**config.mk**
```make
export PLATFORM = sky130hd
export DESIGN_NAME = pipeline_stall_ctrl
export DESIGN_NICKNAME = d
export VERILOG_FILES = /design/src/rtl/pipeline_stall_ctrl_pkg.sv /design/src/rtl/pipeline_stall_ctrl_sat_counter.sv /design/src/rtl/pipeline_stall_ctrl.sv
export SDC_FILE = /design/constraint.sdc
export NUM_CORES = 1
export LEC_CHECK = 0
export CORE_MARGIN = 3
export CORE_UTILIZATION = 45
export CTS_CLUSTER_DIAMETER = 120
export CTS_CLUSTER_SIZE = 28
export DETAILED_ROUTE_END_ITERATION = 6
export PLACE_DENSITY_LB_ADDON = 0.3
export SLEW_MARGIN = 40
export SYNTH_ARGS = -nofsm -noshare
export SYNTH_HDL_FRONTEND = slang
export SYNTH_HIERARCHICAL = 1
export SYNTH_SLANG_ARGS = --single-unit
```
**constraint.sdc**
```tcl
create_clock -name clk -period 3.1 [get_ports clk]
set_input_delay 0.62 -clock clk [delete_from_list [all_inputs] [get_ports clk]]
set_output_delay 0.62 -clock clk [all_outputs]
set_load 0.01 [all_outputs]
```
**src/rtl/pipeline_stall_ctrl_pkg.sv**
```systemverilog
// rtl/pipeline_stall_ctrl_pkg.sv - shared state encoding for the pipeline stall controller
package pipeline_stall_ctrl_pkg;

   typedef enum logic [1:0] {
      RUN     = 2'd0,
      MEMWAIT = 2'd1,
      ERR     = 2'd2
   } state_t;

   localparam int WAIT_W = 8;

endpackage

```
**src/rtl/pipeline_stall_ctrl_sat_counter.sv**
```systemverilog
// rtl/pipeline_stall_ctrl_sat_counter.sv - enabled saturating up-counter with async clear
module pipeline_stall_ctrl_sat_counter #(
   parameter int W = 32
) (
   input  logic         clk,
   input  logic         rst,
   input  logic         en,
   output logic [W-1:0] count
);

   // Holds at all-ones rather than wrapping back to zero.
   always_ff @(posedge clk or posedge rst) begin
      if (rst) begin
         count <= '0;
      end else if (en && (count != '1)) begin
         count <= count + W'(1);
      end
   end

endmodule

```
**src/rtl/pipeline_stall_ctrl.sv**
```systemverilog
// rtl/pipeline_stall_ctrl.sv - stage enables, flush/bubble, perf counters and memory-wait timeout
module pipeline_stall_ctrl
   import pipeline_stall_ctrl_pkg::*;
#(
   parameter int CNT_W        = 32,
   parameter int MAX_MEM_WAIT = 15
) (
   input  logic             clk,
   input  logic             rst,
   input  logic             hazard_stall_i,
   input  logic             branch_taken_i,
   input  logic             mem_req_i,
   input  logic             mem_ready_i,
   output logic             pc_write_o,
   output logic             ifid_write_o,
   output logic             ifid_flush_o,
   output logic             idex_bubble_o,
   output logic             exmem_write_o,
   output logic             memwb_write_o,
   output logic             mem_timeout_o,
   output logic [1:0]       state_o,
   output logic [CNT_W-1:0] stall_cnt_o,
   output logic [CNT_W-1:0] flush_cnt_o
);

   localparam logic [WAIT_W-1:0] MAX_WAIT = WAIT_W'(MAX_MEM_WAIT);

   state_t            state;
   state_t            state_nxt;
   logic [WAIT_W-1:0] wait_cnt;
   logic [WAIT_W-1:0] wait_nxt;
   logic              go_err;
   logic              freeze;
   logic              stall_inc;
   logic              flush_inc;

   assign freeze  = mem_req_i & ~mem_ready_i;
   assign state_o = state;

   always_ff @(posedge clk or posedge rst) begin
      if (rst) begin
         state         <= RUN;
         wait_cnt      <= '0;
         mem_timeout_o <= 1'b0;
      end else begin
         state    <= state_nxt;
         wait_cnt <= wait_nxt;
         if (go_err) begin
            mem_timeout_o <= 1'b1;
         end
      end
   end

   always_comb begin
      state_nxt = state;
      wait_nxt  = wait_cnt;
      go_err    = 1'b0;
      case (state)
         RUN: begin
            if (freeze) begin
               state_nxt = MEMWAIT;
               wait_nxt  = WAIT_W'(1);
            end
         end
         MEMWAIT: begin
            if (!freeze) begin
               state_nxt = RUN;
               wait_nxt  = '0;
            end else if (wait_cnt == MAX_WAIT) begin
               state_nxt = ERR;
               go_err    = 1'b1;
            end else begin
               wait_nxt = wait_cnt + WAIT_W'(1);
            end
         end
         ERR: begin
            state_nxt = ERR;
         end
         default: begin
            state_nxt = RUN;
            wait_nxt  = '0;
         end
      endcase
   end

   // Stage control: the exit cycle of MEMWAIT is decided by freeze alone, not by state.
   always_comb begin
      pc_write_o    = 1'b0;
      ifid_write_o  = 1'b0;
      ifid_flush_o  = 1'b0;
      idex_bubble_o = 1'b0;
      exmem_write_o = 1'b0;
      memwb_write_o = 1'b0;
      stall_inc     = 1'b0;
      flush_inc     = 1'b0;
      if (!rst && (state != ERR) && !freeze) begin
         exmem_write_o = 1'b1;
         memwb_write_o = 1'b1;
         if (hazard_stall_i) begin
            idex_bubble_o = 1'b1;
            stall_inc     = 1'b1;
         end else begin
            pc_write_o   = 1'b1;
            ifid_write_o = 1'b1;
            ifid_flush_o = branch_taken_i;
            flush_inc    = branch_taken_i;
         end
      end
   end

   pipeline_stall_ctrl_sat_counter #(.W(CNT_W)) u_stall_cnt (
      .clk   (clk),
      .rst   (rst),
      .en    (stall_inc),
      .count (stall_cnt_o)
   );

   pipeline_stall_ctrl_sat_counter #(.W(CNT_W)) u_flush_cnt (
      .clk   (clk),
      .rst   (rst),
      .en    (flush_inc),
      .count (flush_cnt_o)
   );

endmodule
```
* Word level (Yosys, flattened, before mapping)
Index checks and enable logic that the tools add are counted.
** Word-level totals
- Input bits :: 6
- Logic and storage cells :: 47
- Output and inout port bits :: 73
- Bits in registers :: 75
** Operators by class
- Reductions and logical operators :: 9
- Add/subtract/negate cells :: 3
- Equality and inequality tests :: 9
- Bitwise logic cells :: 3
- Multiplexer cells :: 18
** Operators with widths (count)
- 32-bit by 1-bit adder with 32-bit output, second input constant :: 2
- 32-bit != test, second input constant :: 2
- 8-bit two-way mux :: 3
- 8-bit case mux with 3 select lines :: 1
- 1-bit two-way mux :: 10
- 8-bit by 1-bit adder with 8-bit output, second input constant :: 1
- 8-bit by 4-bit equality test with 1-bit output, second input constant :: 1
- 2-bit two-way mux :: 3
- 3-bit != test, second input constant :: 2
- 2-bit case mux with 3 select lines :: 1
- 1-bit logical AND :: 4
- 2-bit != test, second input constant :: 2
- 3-bit AND reduction :: 1
- 2-bit by 1-bit equality test with 1-bit output, second input constant :: 1
- 2-bit equality test, second input constant :: 1
- 1-bit logical NOT :: 2
- 2-bit logical NOT :: 1
- 1-bit inverter :: 2
- 2-bit AND reduction :: 1
- 1-bit bitwise AND :: 1

* Longest topological paths before layout
- Depth in word-level cells :: 6
- Mapped depth :: 11

* Modules after synthesis
Netlist, hierarchy kept.
** Modules (own cells, without submodules)
- pipeline_stall_ctrl_sat_counter at u_flush_cnt :: seq. area each 800.8 µm², area each 1635.3 µm², times used 1, cells an instance 153
- pipeline_stall_ctrl_sat_counter at u_stall_cnt :: seq. area each 800.8 µm², area each 1561.5 µm², times used 1, cells an instance 139
- pipeline_stall_ctrl :: seq. area each 275.3 µm², area each 658.1 µm², times used 1, cells an instance 68

* Worst setup path after synthesis
OpenSTA, ideal clock, no wires.
- Path kind :: input-to-reg
- From :: in mem_req_i
- To :: reg u_flush_cnt.count[24]
- Stages on the path :: 9
- Setup slack :: -0.029 ns
- Arrival time :: 3.004 ns
- Setup time :: 0.125 ns
- Buffers on the path :: 1
- Path through :: nor2b_1 > nor4_1 > and2_1 > buf_4 > and4_1 > nor3b_1 > nor3b_4 > nand3_2 > mux2_4
** On the way
- Longest elaborated chain between the ends :: 5
** Ends and longest elaborated chain
- start: declaration :: RTL line pipeline_stall_ctrl.sv:12 : input logic mem_req_i,
- 1-bit bitwise AND :: RTL line pipeline_stall_ctrl.sv:37 : assign freeze = mem_req_i & ~mem_ready_i;
- 1-bit logical NOT :: RTL line pipeline_stall_ctrl.sv:96 : if (!rst && (state != ERR) && !freeze) begin
- 1-bit logical AND :: RTL line pipeline_stall_ctrl.sv:96
- 1-bit two-way mux
- net ifid_flush_o :: RTL line pipeline_stall_ctrl.sv:16 : output logic ifid_flush_o,
- 1-bit logical AND :: RTL line pipeline_stall_ctrl_sat_counter.sv:15 : end else if (en && (count != '1)) begin
- end signal: assignment :: RTL line pipeline_stall_ctrl_sat_counter.sv:16 : count <= count + W'(1);
- end: declaration :: RTL line pipeline_stall_ctrl_sat_counter.sv:8 : output logic [W-1:0] count
The timed path passes the listed nets, and every way through them passes these cells.
A chain may end at the register's enable or synchronous reset.

* Worst setup path after layout
- From :: in mem_req_i
- To :: out idex_bubble_o
** On the way
- Longest elaborated chain between the ends :: 4
** Ends and longest elaborated chain
- 1-bit bitwise AND :: RTL line pipeline_stall_ctrl.sv:37
- 1-bit logical NOT :: RTL line pipeline_stall_ctrl.sv:96
- 1-bit logical AND :: RTL line pipeline_stall_ctrl.sv:96
- 1-bit two-way mux :: RTL line pipeline_stall_ctrl.sv:96
- end: declaration :: RTL line pipeline_stall_ctrl.sv:17 : output logic idex_bubble_o,
No other way between the ends.

==> impl_metrics.tcl <==
set metrics [dict create \
    vias_per_cell 5.46 \
    synth-seq-cells 75 \
    grt_pass1_wl_mm 14.5 \
    dp.cells 549 \
    syn_inst 360 \
    cp_max_fo 7 \
    drc_errors 0 \
    powerDensity_mw_per_mm2 438 \
    numCtsBuffers 9 \
    wl_mm 8.37 \
    timing_hold_violations_final 0 \
    synth_edf_count 0 \
    fillers 699 \
    status "completed" \
    fp.dieH_um 98.6 \
    synth_area_per_cell_sq_um 10.7 \
    finalSetupViolCount 0 \
    min_to "mem_timeout_o$_DFFE_PP0P_" \
    worst_pin_slew_ns 0.614 \
    synth.distinct_cells 57 \
    worstPathRequired_ns 2.48 \
    insertion_delay_ns 0.34 \
    first_global_vias 3072 \
    layout-drive-gt1-share_pct 13.4 \
    ir_drop_uv 324 \
    worstHoldStart "mem_timeout_o$_DFFE_PP0P_" \
    drtIter0Drc 88 \
    core_sq_mm 0.00826 \
    end_kind "output port" \
    port_buffers 78 \
    dp_slack_ns -0.0157 \
    rsz0062_at_grt "false" \
    timing.final.ws_setup_ns 0.125 \
    syn_to_final_growth_pct 31.3 \
    clk_pin_slew_ns 0.07 \
    gp_congestion 0.833 \
    instances_no_fill 567 \
    diodes 0 \
    fin_crit_ns 2.98 \
    dieArea_sq_mm 0.00971 \
    leakage_nw 2.13 \
    slew_viol_final 0 \
    seq_area_frac_synth_pct 48.7 \
    cap_violations 0 \
    setup.worst_path.start_class "input pin" \
    fin_crit_sh_pct 96.0 \
    rr_startpoint "state_o[0]$_DFFE_PP0P_" \
    ant_nets 0 \
    synth_nets 369 \
    htree_levels 3 \
    whs_path_depth 1 \
    fin_util_pct 61.3 \
    fmax_mhz 336 \
    hpwl_mm 6.19 \
    finClkSkew_ns 0.00576 \
    arrival_ns 2.36 \
    reg2reg_to "u_flush_cnt/count[29]$_DFFE_PP0P_" \
    start_util_pct 46.7 \
    cts_sinks 75 \
    syn_area_sq_mm 0.00385 \
    slew_headroom_pct 58.9 \
    grt-ovfl-total 0 \
    hold_buffers 0 \
    tritoncts "done" \
    grt.total_usage_pct 18.2 \
    row_count 33 \
    die_w_um 98.6 \
    rrSetupSlack_ns 0.51 \
    nNetsFinal 466 \
    yosysWarningCount 6 \
    drt-pass1-iter-count 4 \
    hp-class "reg2reg" \
    clockBufferDepth 2 \
    grt_max_degree 33 \
    ys.flop_type "dfrtp_1" \
    r2r_cells 9 \
    io_pins 79 \
    synth-async-reset-ratio_pct 100 \
    grt_antenna_before_repair 0 \
    num_vias 3095 \
    root_buffer "clkbuf_8" \
    wl_per_cell_um 14.8 \
    path_class "in2out" \
]
[placed cells by master (no fill, tap or decap), types with 2 or more instances in the layout]
cell	synthesis	final
o21bai_1	2	2
nor2b_1	2	2
dfrtp_1	75	75
nand4_4	2	2
a21oi_1	7	7
nor3b_1	3	3
clkbuf_8	0	13
xnor2_1	50	50
and2_4	0	2
o211ai_1	2	2
nor2_1	19	19
nand4_1	22	22
buf_4	3	18
nand3_1	44	44
and3_2	2	2
a31oi_1	6	6
or4_4	2	2
clkinvlp_4	0	2
mux2_2	2	2
xor2_1	6	6
nor4_4	3	3
o21ai_0	5	5
nor4_1	5	4
a41oi_1	2	2
and2_1	5	3
nand2_1	21	21
nor3_1	4	4
clkdlybuf4s50_1	0	77
inv_1	9	9
ha_1	3	3
o31ai_1	3	3
and3_1	17	17
and4_1	2	2
[flip-flops by register name (all words and copies together) (netlist names)]
signal,cells
u_flush_cnt/count,32
u_stall_cnt/count,32
wait_cnt,8
state_o,2
mem_timeout_o,1
[cells by family (layout without fill, tap and decap cells)]
family / after synthesis / count (layout) / share of synthesized area, %
AO/OA/AOI/OAI: 36 / 36 / 7.17
XOR/XNOR: 56 / 56 / 12.7
adder cells (fa/ha/maj): 3 / 3 / 0.974
buffers and inverters: 19 / 121 / 2.24
flip-flops: 75 / 75 / 48.7
multiplexers: 4 / 4 / 1.23
AND/OR/NAND/NOR: 167 / 167 / 27.0
[timing repair]
item                       4_1_cts  5_1_grt
buffers inserted                 0        2
setup endpoints to repair        0        2
gates resized for setup          0        4
hold endpoints to repair         0        0
[routing by layer]
layer  routed length [um]  global-route usage (%)
met1                 3820                    23.5
met2                 4020                    29.4
met3                  385                    4.95
met4                  153                    6.62
met5                    0                       0
[critical path: stages]
cell and delay, ns:
clkdlybuf4s50_1 0.42, nor2b_1 0.16, nor3_1 0.25, and2_4 0.21, buf_4 0.14, clkdlybuf4s50_1 0.56
[worst max path at each step]
stage | from | to | cells past startpoint
6_report | mem_req_i | idex_bubble_o | 6
5_1_grt | mem_req_i | idex_bubble_o | 6
4_1_cts | mem_req_i | ifid_flush_o | 6
3_5_place_dp | mem_req_i | u_stall_cnt/count[31]$_DFFE_PP0P_ | 10
3_3_place_gp | mem_req_i | u_stall_cnt/count[31]$_DFFE_PP0P_ | 10
2_1_floorplan | mem_req_i | u_stall_cnt/count[31]$_DFFE_PP0P_ | 9
[Yosys cell counts, types with 2 or more instances]
| cell type | number | area share (%) |
|---|---|---|
| and4_1 | 2 | 0.45 |
| nand3_1 | 44 | 5.7 |
| buf_4 | 3 | 0.58 |
| a31oi_1 | 6 | 0.97 |
| nor3_1 | 4 | 0.52 |
| nor4_1 | 5 | 0.81 |
| or4_4 | 2 | 0.58 |
| and3_2 | 2 | 0.39 |
| o21ai_0 | 5 | 0.65 |
| and2_1 | 5 | 0.81 |
| nand4_1 | 22 | 3.6 |
| a21oi_1 | 7 | 0.91 |
| nor2_1 | 19 | 1.9 |
| ha_1 | 3 | 0.97 |
| inv_1 | 9 | 0.88 |
| nor3b_1 | 3 | 0.58 |
| nor4_4 | 3 | 1.7 |
| a41oi_1 | 2 | 0.45 |
| o21bai_1 | 2 | 0.39 |
| nand2_1 | 21 | 2.0 |
| mux2_2 | 2 | 0.58 |
| nor2b_1 | 2 | 0.32 |
| xnor2_1 | 50 | 11 |
| xor2_1 | 6 | 1.4 |
| buf_2 | 2 | 0.26 |
| o211ai_1 | 2 | 0.39 |
| nand4_4 | 2 | 1.1 |
| and3_1 | 17 | 2.8 |
| clkbuf_1 | 4 | 0.39 |
| dfrtp_1 | 75 | 49 |
| o31ai_1 | 3 | 0.58 |
[through the flow]
stage	cell area, sq um	hold WS, ns	total power (W)	TNS [ns]
floorplan	3860	0.472	0.00131	0
global placement	4840	0.475	0.00150	0
detailed placement	4840	0.465	0.00151	-0.0178
CTS	5040	0.499	0.00225	0
global route	5060	0.517	0.00234	0
finish	5060	0.496	0.00222	0
[where the power goes]
part           total (W)  switching (W)  internal, W
logic           0.000354       0.000153     0.000201
clock network   0.000730       0.000353     0.000377
registers        0.00113      0.0000931      0.00104
[cell type report]
class | instances | area [sq um] | share of cell area, %
clock buffers | 13 | 179 | 3.53
well taps | 105 | 131 | 2.60
repair buffers | 96 | 918 | 18.1
clock inverters | 3 | 20.0 | 0.395
inverters | 9 | 33.8 | 0.667
multi-input cells | 266 | 1900 | 37.6
flip-flops and latches | 75 | 1880 | 37.1
Power figures use the tool's default switching activity.
